[src/rtl/memsplit_copy_master.sv]
// rtl/memsplit_copy_master.sv - MemSplit32 word-copy master (read word, write word, repeat).
// Optional read-response watchdog enabled by defining MEMSPLIT_COPY_TIMEOUT_EN.
module memsplit_copy_master #(
  parameter int LEN_WIDTH      = 16,
  parameter int TIMEOUT_CYCLES = 255
) (
  input  logic                 clk_i,
  input  logic                 rst_i,
  input  logic                 start_i,
  input  logic [31:0]          src_addr_bi,
  input  logic [31:0]          dst_addr_bi,
  input  logic [LEN_WIDTH-1:0] len_bi,
  output logic                 busy_o,
  output logic                 done_o,
  output logic                 err_o,
  output logic                 bus_req,
  output logic                 bus_we,
  output logic [31:0]          bus_addr,
  output logic [3:0]           bus_be,
  output logic [31:0]          bus_wdata,
  input  logic                 bus_ack,
  input  logic                 bus_resp,
  input  logic [31:0]          bus_rdata
);

  typedef enum logic [2:0] {IDLE, RD_REQ, RD_WAIT, WR_REQ, DONE} state_t;

  state_t               state;
  logic [31:0]          src;
  logic [31:0]          dst;
  logic [LEN_WIDTH-1:0] count;

  assign busy_o = (state != IDLE);

`ifdef MEMSPLIT_COPY_TIMEOUT_EN
  localparam int WD_W = $clog2(TIMEOUT_CYCLES + 1);
  localparam logic [WD_W-1:0] WD_LAST = WD_W'(TIMEOUT_CYCLES - 1);
  logic [WD_W-1:0] wd;
  logic            err_q;
  assign err_o = err_q;
`else
  assign err_o = 1'b0;
`endif

  // Each request state spends its first cycle raising req; the handshake is
  // only recognised once the registered req is visible to the slave.
  always_ff @(posedge clk_i) begin
    if (rst_i) begin
      state     <= IDLE;
      bus_req   <= 1'b0;
      bus_we    <= 1'b0;
      bus_addr  <= 32'h0;
      bus_be    <= 4'h0;
      bus_wdata <= 32'h0;
      done_o    <= 1'b0;
      src       <= 32'h0;
      dst       <= 32'h0;
      count     <= '0;
`ifdef MEMSPLIT_COPY_TIMEOUT_EN
      wd        <= '0;
      err_q     <= 1'b0;
`endif
    end else begin
      done_o <= 1'b0;
      case (state)
        IDLE: begin
          if (start_i) begin
            src   <= src_addr_bi;
            dst   <= dst_addr_bi;
            count <= len_bi;
`ifdef MEMSPLIT_COPY_TIMEOUT_EN
            err_q <= 1'b0;
`endif
            state <= (len_bi == '0) ? DONE : RD_REQ;
          end
        end
        RD_REQ: begin
          if (bus_req && bus_ack) begin
            bus_req <= 1'b0;
            state   <= RD_WAIT;
`ifdef MEMSPLIT_COPY_TIMEOUT_EN
            wd      <= '0;
`endif
          end else begin
            bus_req  <= 1'b1;
            bus_we   <= 1'b0;
            bus_addr <= src;
            bus_be   <= 4'hF;
          end
        end
        RD_WAIT: begin
          if (bus_resp) begin
            bus_wdata <= bus_rdata;
            state     <= WR_REQ;
          end
`ifdef MEMSPLIT_COPY_TIMEOUT_EN
          else if (wd == WD_LAST) begin
            err_q <= 1'b1;
            state <= DONE;
          end else begin
            wd <= wd + 1'b1;
          end
`endif
        end
        WR_REQ: begin
          if (bus_req && bus_ack) begin
            bus_req <= 1'b0;
            src     <= src + 32'd4;
            dst     <= dst + 32'd4;
            count   <= count - 1'b1;
            state   <= (count == LEN_WIDTH'(1)) ? DONE : RD_REQ;
          end else begin
            bus_req  <= 1'b1;
            bus_we   <= 1'b1;
            bus_addr <= dst;
            bus_be   <= 4'hF;
          end
        end
        DONE: begin
          done_o <= 1'b1;
          state  <= IDLE;
        end
        default: state <= IDLE;
      endcase
    end
  end

endmodule

[config.mk]
export PLATFORM = sky130hd
export DESIGN_NAME = memsplit_copy_master
export DESIGN_NICKNAME = d
export VERILOG_FILES = /design/src/rtl/memsplit_copy_master.sv
export SDC_FILE = /design/constraint.sdc
export NUM_CORES = 1
export LEC_CHECK = 0
export CAP_MARGIN = 20
export CORE_MARGIN = 4
export CORE_UTILIZATION = 54
export DETAILED_ROUTE_END_ITERATION = 12
export PLACE_DENSITY = 0.9
export SETUP_SLACK_MARGIN = 0.15
export SYNTH_ARGS = -nofsm -noshare
export SYNTH_HDL_FRONTEND = slang
export SYNTH_SLANG_ARGS = --single-unit
[constraint.sdc]
create_clock -name clk_i -period 3 [get_ports clk_i]
set_input_delay 0.6 -clock clk_i [delete_from_list [all_inputs] [get_ports clk_i]]
set_output_delay 0.6 -clock clk_i [all_outputs]
set_load 0.005 [all_outputs]
==> qor.csv, run 1 <==
stage,metric,value,unit
pwr,p_sw_frac,0.3276,
clock_tree,cts_hold_buf,0,
sta,fin_ws,557.0,ps
setup_path,reg2reg_depth,5,
cells_and_area,final_cell_mix,"nand2_1, clkdlybuf4s50_1, dfxtp_1, a21oi_1, nor2_1",
synth,synth.net_count,1177,
place,numPortBuffers,188,
clock_tree,cts_root_buffer,clkbuf_16,
setup_path,critical_path.top_delay_family,buffers and inverters,
place,dp_slack,191.7,ps
setup_path,endpoint_kind,primary output,
detailed_routing,drtIter0Drc,862,
place,place_area,0.009776,mm^2
setup_path,critPathMaxFanout,13,
cells_and_area,nets,1311,
setup_path,cp.buffers_inverters,1,
setup_path,worstPathCellList,or3_1 -> clkdlybuf4s50_1,
setup_path,cp.arrival,1840,ps
setup_path,cpPeakStageDelay,490,ps
clock_tree,cts_setup_buffers,0,
sta,slew_violations,0,
detailed_routing,ant_nets,0,
detailed_routing,wl_per_cell,17.19,um
clock_tree,clk_pin_slew,50,ps
detailed_routing,wl,23.62,mm
pwr,p_switching,2.172,mW
synth,synth-main-ff-cell,dfxtp_1,
synth,yosys_warnings,0,
outcome,status,finished clean,
global_route,grt_usage,0.2808,
cells_and_area,drive_gt1_frac,0.05276,
sta,hold_violations,0,
global_route,grt_pass1_wl,37.96,mm
worst_hold_path,min_path_cells,2,
place,gp_congestion,0.8991,
floorplanning,die_y,128.8,um
sta,rsz0062_at_grt,no,
detailed_routing,firstDrtPassIters,7,
clock_tree,cts_buffers,17,
pwr,p_int,4.457,mW
synth,async_flop_share,0,
floorplanning,die_area,0.01658,mm^2
detailed_routing,drc_errors,0,
synth,avgSynthCellArea,7.457,um^2
sta,fin_crit_sh,0.8143,
setup_path,crit_required,2400,ps
clock_tree,cts_max_level,4,
cells_and_area,final_common_cell,nand2_1,
cells_and_area,fillCellCount,1086,
cells_and_area,antenna_cells,0,
sta,fin_skew,9.117,ps
sta,slew_headroom,0.4980,
clock_tree,tritoncts,done,
sta,fmax,409.3,MHz
clock_tree,cts_sinks,151,
pwr,comb_power_share,0.306,
detailed_routing,vias_per_cell,6.205,
place,place_hpwl,16.63,mm
synth,synth_cells,1056,
cells_and_area,area_growth,29.96,%
setup_path,startpoint_type,register,
synth,synth_edf_count,0,
pwr,p_clk_frac,0.269,
pwr,p_leak,3.512,nW
worst_hold_path,hp-start,bus_wdata[15],
worst_hold_path,worstHoldPathType,register to register,
setup_path,worstSetupPathType,register to primary output,
detailed_routing,vias,8526,
clock_tree,clock_latency,430,ps
pwr,seq_power_share,0.425,
sta,setup_violations,0,
synth,seq_area_frac_synth,0.3839,
floorplanning,core,0.01410,mm^2
sta,final.setup.tns,0,ps
pwr,peakVddDrop,0.4412,mV
synth,syn_area,0.007875,mm^2
setup_path,rr_endpoint,dst[29],
run,maxCapViolCount,0,
synth,ys_seq_elements,151,
setup_path,rr_startpoint,dst[15],
setup_path,critPathSlowestCell,clkdlybuf4s50_1,
clock_tree,cts_resized,0,
worst_hold_path,hold_path_end,bus_wdata[15],
global_route,grt_pass1_vias,7847,
sta,tightest_slew,747.2,ps
cells_and_area,postLayoutCellArea,0.01023,mm^2
synth,ys_types,66,
clock_tree,clock_path_buffers,2,
setup_path,ff2ff_setup_slack,690,ps
global_route,antenna_found_initial,0,
floorplanning,initial_core_util,0.5587,
pwr,powerDensity,647.6,mW/mm^2
global_route,overflow,0,
sta,hold_slack,450.8,ps
floorplanning,num_rows,43,
cells_and_area,post-route-util,0.7261,
floorplanning,pin_count,190,
global_route,grt_max_degree,76,
floorplanning,dieWidth,128.8,um
sta,fin_crit,2443,ps
## tightest hold or removal path, cell delays in order (launching register included)
cell     delay, ps
dfxtp_1        300
nand2_1         50
a21oi_1         50
## stage by stage
| step | instances | power, mW |
|---|---|---|
| after floorplan | 1056 | 3.936 |
| after global placement | 1351 | 4.798 |
| after detailed placement | 1351 | 4.865 |
| after CTS | 1374 | 6.641 |
| after global routing | 1374 | 7.029 |
| final | 1374 | 6.628 |
## worst max-delay path by stage
stage | startpoint | to | slack, ps | cells after the start
2_1_floorplan | start_i | dst[27] | 880 | 6
3_3_place_gp | start_i | dst[27] | 220 | 6
3_5_place_dp | start_i | count[9] | 190 | 7
4_1_cts | state[2] | busy_o | 560 | 2
5_1_grt | state[2] | busy_o | 480 | 2
6_report | state[2] | busy_o | 560 | 2
## synthesized netlist by cell type, types with 4 or more instances
master      n  area, um^2
o22ai_1    17       106.4
buf_4       5       37.54
o21ai_0    47       235.2
dfxtp_1   151        3023
nor4_1     13       81.33
inv_1      12       45.04
and3_1     15       93.84
and2_1     13       81.33
clkbuf_1   64       240.2
nor3_1     38       190.2
nand3_1    45       225.2
and4_1     10       87.58
nor2_1     97       364.1
a21o_1      7       52.55
buf_1       8       30.03
a221oi_1    4       35.03
ha_1        4       50.05
buf_2      11       55.05
or3_1      15       93.84
a311oi_1   31       271.5
nand4_1    23       143.9
clkbuf_8    4       55.05
or4_1       5       37.54
a211oi_1   13       97.59
o211ai_1    5       37.54
mux2i_1     4       40.04
a41oi_1     6       52.55
o31ai_1     4       30.03
a21oi_1   101       505.5
nand2_1   200       750.7
a31oi_1    17       106.4
## sequential cells by signal (all words and copies together) (netlist names)
| signal | flops |
|---|---|
| bus_req | 1 |
| count | 16 |
| src | 32 |
| done_o | 1 |
| state | 3 |
| bus_addr | 32 |
| dst | 32 |
| bus_wdata | 32 |
| bus_we | 1 |
| bus_be | 1 |
## per-layer routing
layer / vias up / share of wire / GRT usage
li1: 4091 / - / -
met1: 3932 / 0.40 / 0.3497
met2: 458 / 0.46 / 0.4445
met3: 45 / 0.11 / 0.09091
met4: 0 / 0.030 / 0.1260
met5: - / 0 / 0
## power groups by stage
stage	logic, mW	registers [mW]	clock network, mW
after floorplan	1.19	2.74	0
after global routing	2.24	2.88	1.91
final	2.03	2.82	1.78
after global placement	1.97	2.83	0
after CTS	2.03	2.81	1.80
after detailed placement	2.02	2.85	0
## cell type report
class                           count  area, um^2  share of cell area
Multi-Input combinational cell    798        4375              0.4275
Sequential cell                   151        3023              0.2954
Timing Repair Buffer              210        2107              0.2059
Clock buffer                       22       454.2             0.04438
Tap cell                          180       225.2             0.02200
Inverter                           12       45.04            0.004401
Clock inverter                      1       5.005           0.0004890
## kinds of logic after synthesis
family | Yosys count | share of synthesized area
compound gates | 288 | 0.2351
xor+xnor | 1 | 0.001112
fa+ha+maj | 4 | 0.006356
mux | 7 | 0.009374
buf+inv | 107 | 0.06308
other cells | 1 | 0.0004762
flops | 151 | 0.3839
simple gates | 497 | 0.3006
Power figures use the tool's default switching activity.
==> run 2, diff against run 1 <==
--- a/config.mk
+++ b/config.mk
@@ -7,9 +7,9 @@
 export LEC_CHECK = 0
 export CAP_MARGIN = 20
 export CORE_MARGIN = 4
-export CORE_UTILIZATION = 54
+export CORE_UTILIZATION = 45
 export DETAILED_ROUTE_END_ITERATION = 12
-export PLACE_DENSITY = 0.9
+export PLACE_DENSITY = 0.8
 export SETUP_SLACK_MARGIN = 0.15
 export SYNTH_ARGS = -nofsm -noshare
 export SYNTH_HDL_FRONTEND = slang
==> constraint.sdc (replaced) <==
create_clock -name clk_i -period 2 [get_ports clk_i]
set_input_delay 0.4 -clock clk_i [delete_from_list [all_inputs] [get_ports clk_i]]
set_output_delay 0.4 -clock clk_i [all_outputs]
set_load 0.005 [all_outputs]
==> qor.csv, run 2 (synthesis gave the netlist of run 1 again) <==
stage,metric,value,unit,change
place,dp_slack,-532.1,ps,was 191.7 ps
sta,hold_slack,449.5,ps,was 450.8 ps
clock_tree,clock_path_buffers,2,,unchanged
place,place_area,0.01047,mm^2,was 0.009776 mm^2
worst_hold_path,worstHoldPathType,input pin to register,,was register to register
cells_and_area,postLayoutCellArea,0.01187,mm^2,was 0.01023 mm^2
setup_path,startpoint_type,register,,unchanged
global_route,grt_pass1_vias,8607,,was 7847
cells_and_area,post-route-util,0.6886,,was 0.7261
floorplanning,initial_core_util,0.4569,,was 0.5587
clock_tree,cts_root_buffer,clkbuf_16,,unchanged
setup_path,ff2ff_setup_slack,40,ps,was 690 ps
sta,tightest_slew,508.6,ps,was 747.2 ps
clock_tree,cts_buffers,17,,unchanged
global_route,overflow,0,,unchanged
cells_and_area,finalNonFillerCells,1538,,was 1374
setup_path,reg2reg_depth,7,,was 5
pwr,peakVddDrop,0.6991,mV,was 0.4412 mV
global_route,grt_pass1_wl,43.11,mm,was 37.96 mm
setup_path,worstSetupPathType,register to register,,was register to primary output
cells_and_area,drive_gt1_frac,0.1858,,was 0.05276
global_route,antenna_found_initial,0,,unchanged
global_route,grt_usage,0.2653,,was 0.2808
detailed_routing,drtIter0Drc,1046,,was 862
cells_and_area,antenna_cells,0,,unchanged
sta,fin_crit,1958,ps,
floorplanning,die_y,140.3,um,was 128.8 um
pwr,power,11.86,mW,was 6.628 mW
floorplanning,dieWidth,140.3,um,was 128.8 um
clock_tree,tritoncts,done,,unchanged
detailed_routing,wl_per_cell,18.16,um,was 17.19 um
setup_path,crit_required,2350,ps,was 2400 ps
detailed_routing,ant_nets,0,,unchanged
pwr,powerDensity,999.2,mW/mm^2,was 647.6 mW/mm^2
clock_tree,clock_latency,430,ps,about the same
clock_tree,cts_max_level,4,,unchanged
detailed_routing,drc_errors,0,,unchanged
detailed_routing,vias_per_cell,6.059,,was 6.205
place,gp_congestion,0.9784,,was 0.8991
outcome,status,finished clean,,unchanged
cells_and_area,nets,1421,,was 1311
global_route,grt_max_degree,49,,was 76
sta,fmax,510.8,MHz,
cells_and_area,area_growth,50.72,%,was 29.96%
floorplanning,pin_count,190,,unchanged
sta,final.setup.tns,0,ps,unchanged
place,place_hpwl,18.54,mm,was 16.63 mm
clock_tree,cts_sinks,151,,unchanged
setup_path,critPathMaxFanout,8,,was 13
pwr,p_leak,4.312,nW,was 3.512 nW
sta,hold_violations,0,,unchanged
clock_tree,clk_pin_slew,60,ps,was 50 ps
sta,fin_skew,7.089,ps,was 9.117 ps
floorplanning,core,0.01724,mm^2,was 0.01410 mm^2
floorplanning,num_rows,48,,was 43
detailed_routing,firstDrtPassIters,6,,was 7
sta,slew_headroom,0.6583,,was 0.4980
setup_path,cp-endpoint,src[2],,was busy_o
floorplanning,die_area,0.01968,mm^2,was 0.01658 mm^2
cells_and_area,final_cell_mix,"nand2_1, clkdlybuf4s50_1, dfxtp_1, buf_4, a21oi_1",,"was nand2_1, clkdlybuf4s50_1, dfxtp_1, a21oi_1, nor2_1"
setup_path,rr_startpoint,state[1],,was dst[15]
sta,fin_crit_sh,0.9788,,
sta,rsz0062_at_grt,yes,,was no
cells_and_area,final_common_cell,nand2_1,,unchanged
setup_path,cp.arrival,2310,ps,was 1840 ps
place,place_inst,1466,,was 1351
sta,slew_violations,0,,unchanged
sta,setup_violations,0,,unchanged
run,maxCapViolCount,0,,unchanged
setup_path,endpoint_kind,register,,was primary output
detailed_routing,wl,27.92,mm,was 23.62 mm
place,numPortBuffers,188,,unchanged
sta,fin_ws,42.37,ps,was 557.0 ps
detailed_routing,vias,9318,,was 8526
setup_path,setup.worst_path.start,state[1],,was state[2]
setup_path,rr_endpoint,src[2],,was dst[29]
[run 2: area by class of cell]
class,count,area (um^2)
well taps,225,281.5
flip-flops and latches,151,3047
inverters,12,45.04
multi-input cells,799,4644
repair buffers,319,3227
clock buffers,19,452.9
clock inverters,13,171.4
fillers,1352,5368
[run 2: layer usage]
metal / share of wire / track usage
met4: 0.037 / 0.1142
met1: 0.39 / 0.3320
met3: 0.11 / 0.07887
met5: 0 / 0
met2: 0.46 / 0.4254
[run 2: worst min path at each step]
stage,slack [ps],endpoint,from,depth (start not counted)
floorplan,430,src[0],src[0],2
global placement,440,bus_wdata[24],bus_wdata[24],2
detailed placement,450,dst[1],dst[1],2
CTS,430,count[8],rst_i,2
global route,460,count[10],rst_i,2
finish,450,count[10],rst_i,2
[run 2: worst max-delay path: stages, from the launching register on]
cell and delay (ps):
dfxtp_2 330, or3b_4 420, a21o_4 260, buf_12 130
buf_12 130, buf_16 140, or3_1 340, a31oi_1 130
[run 2: where the power goes]
group,switching (mW),internal (mW),total (mW)
Clock,1.36,2.05,3.40
Sequential,0.533,3.63,4.16
Combinational,2.02,2.28,4.30
Total,3.91,7.95,11.9
[run 2: timing repair]
| item | CTS | global route |
|---|---|---|
| setup endpoints to repair | 52 | 96 |
| gates resized for setup | 32 | 85 |
| setup buffers | 10 | 24 |
| gates cloned | 2 | 4 |
| hold buffers | 0 | 0 |
| pin swaps | 11 | 49 |
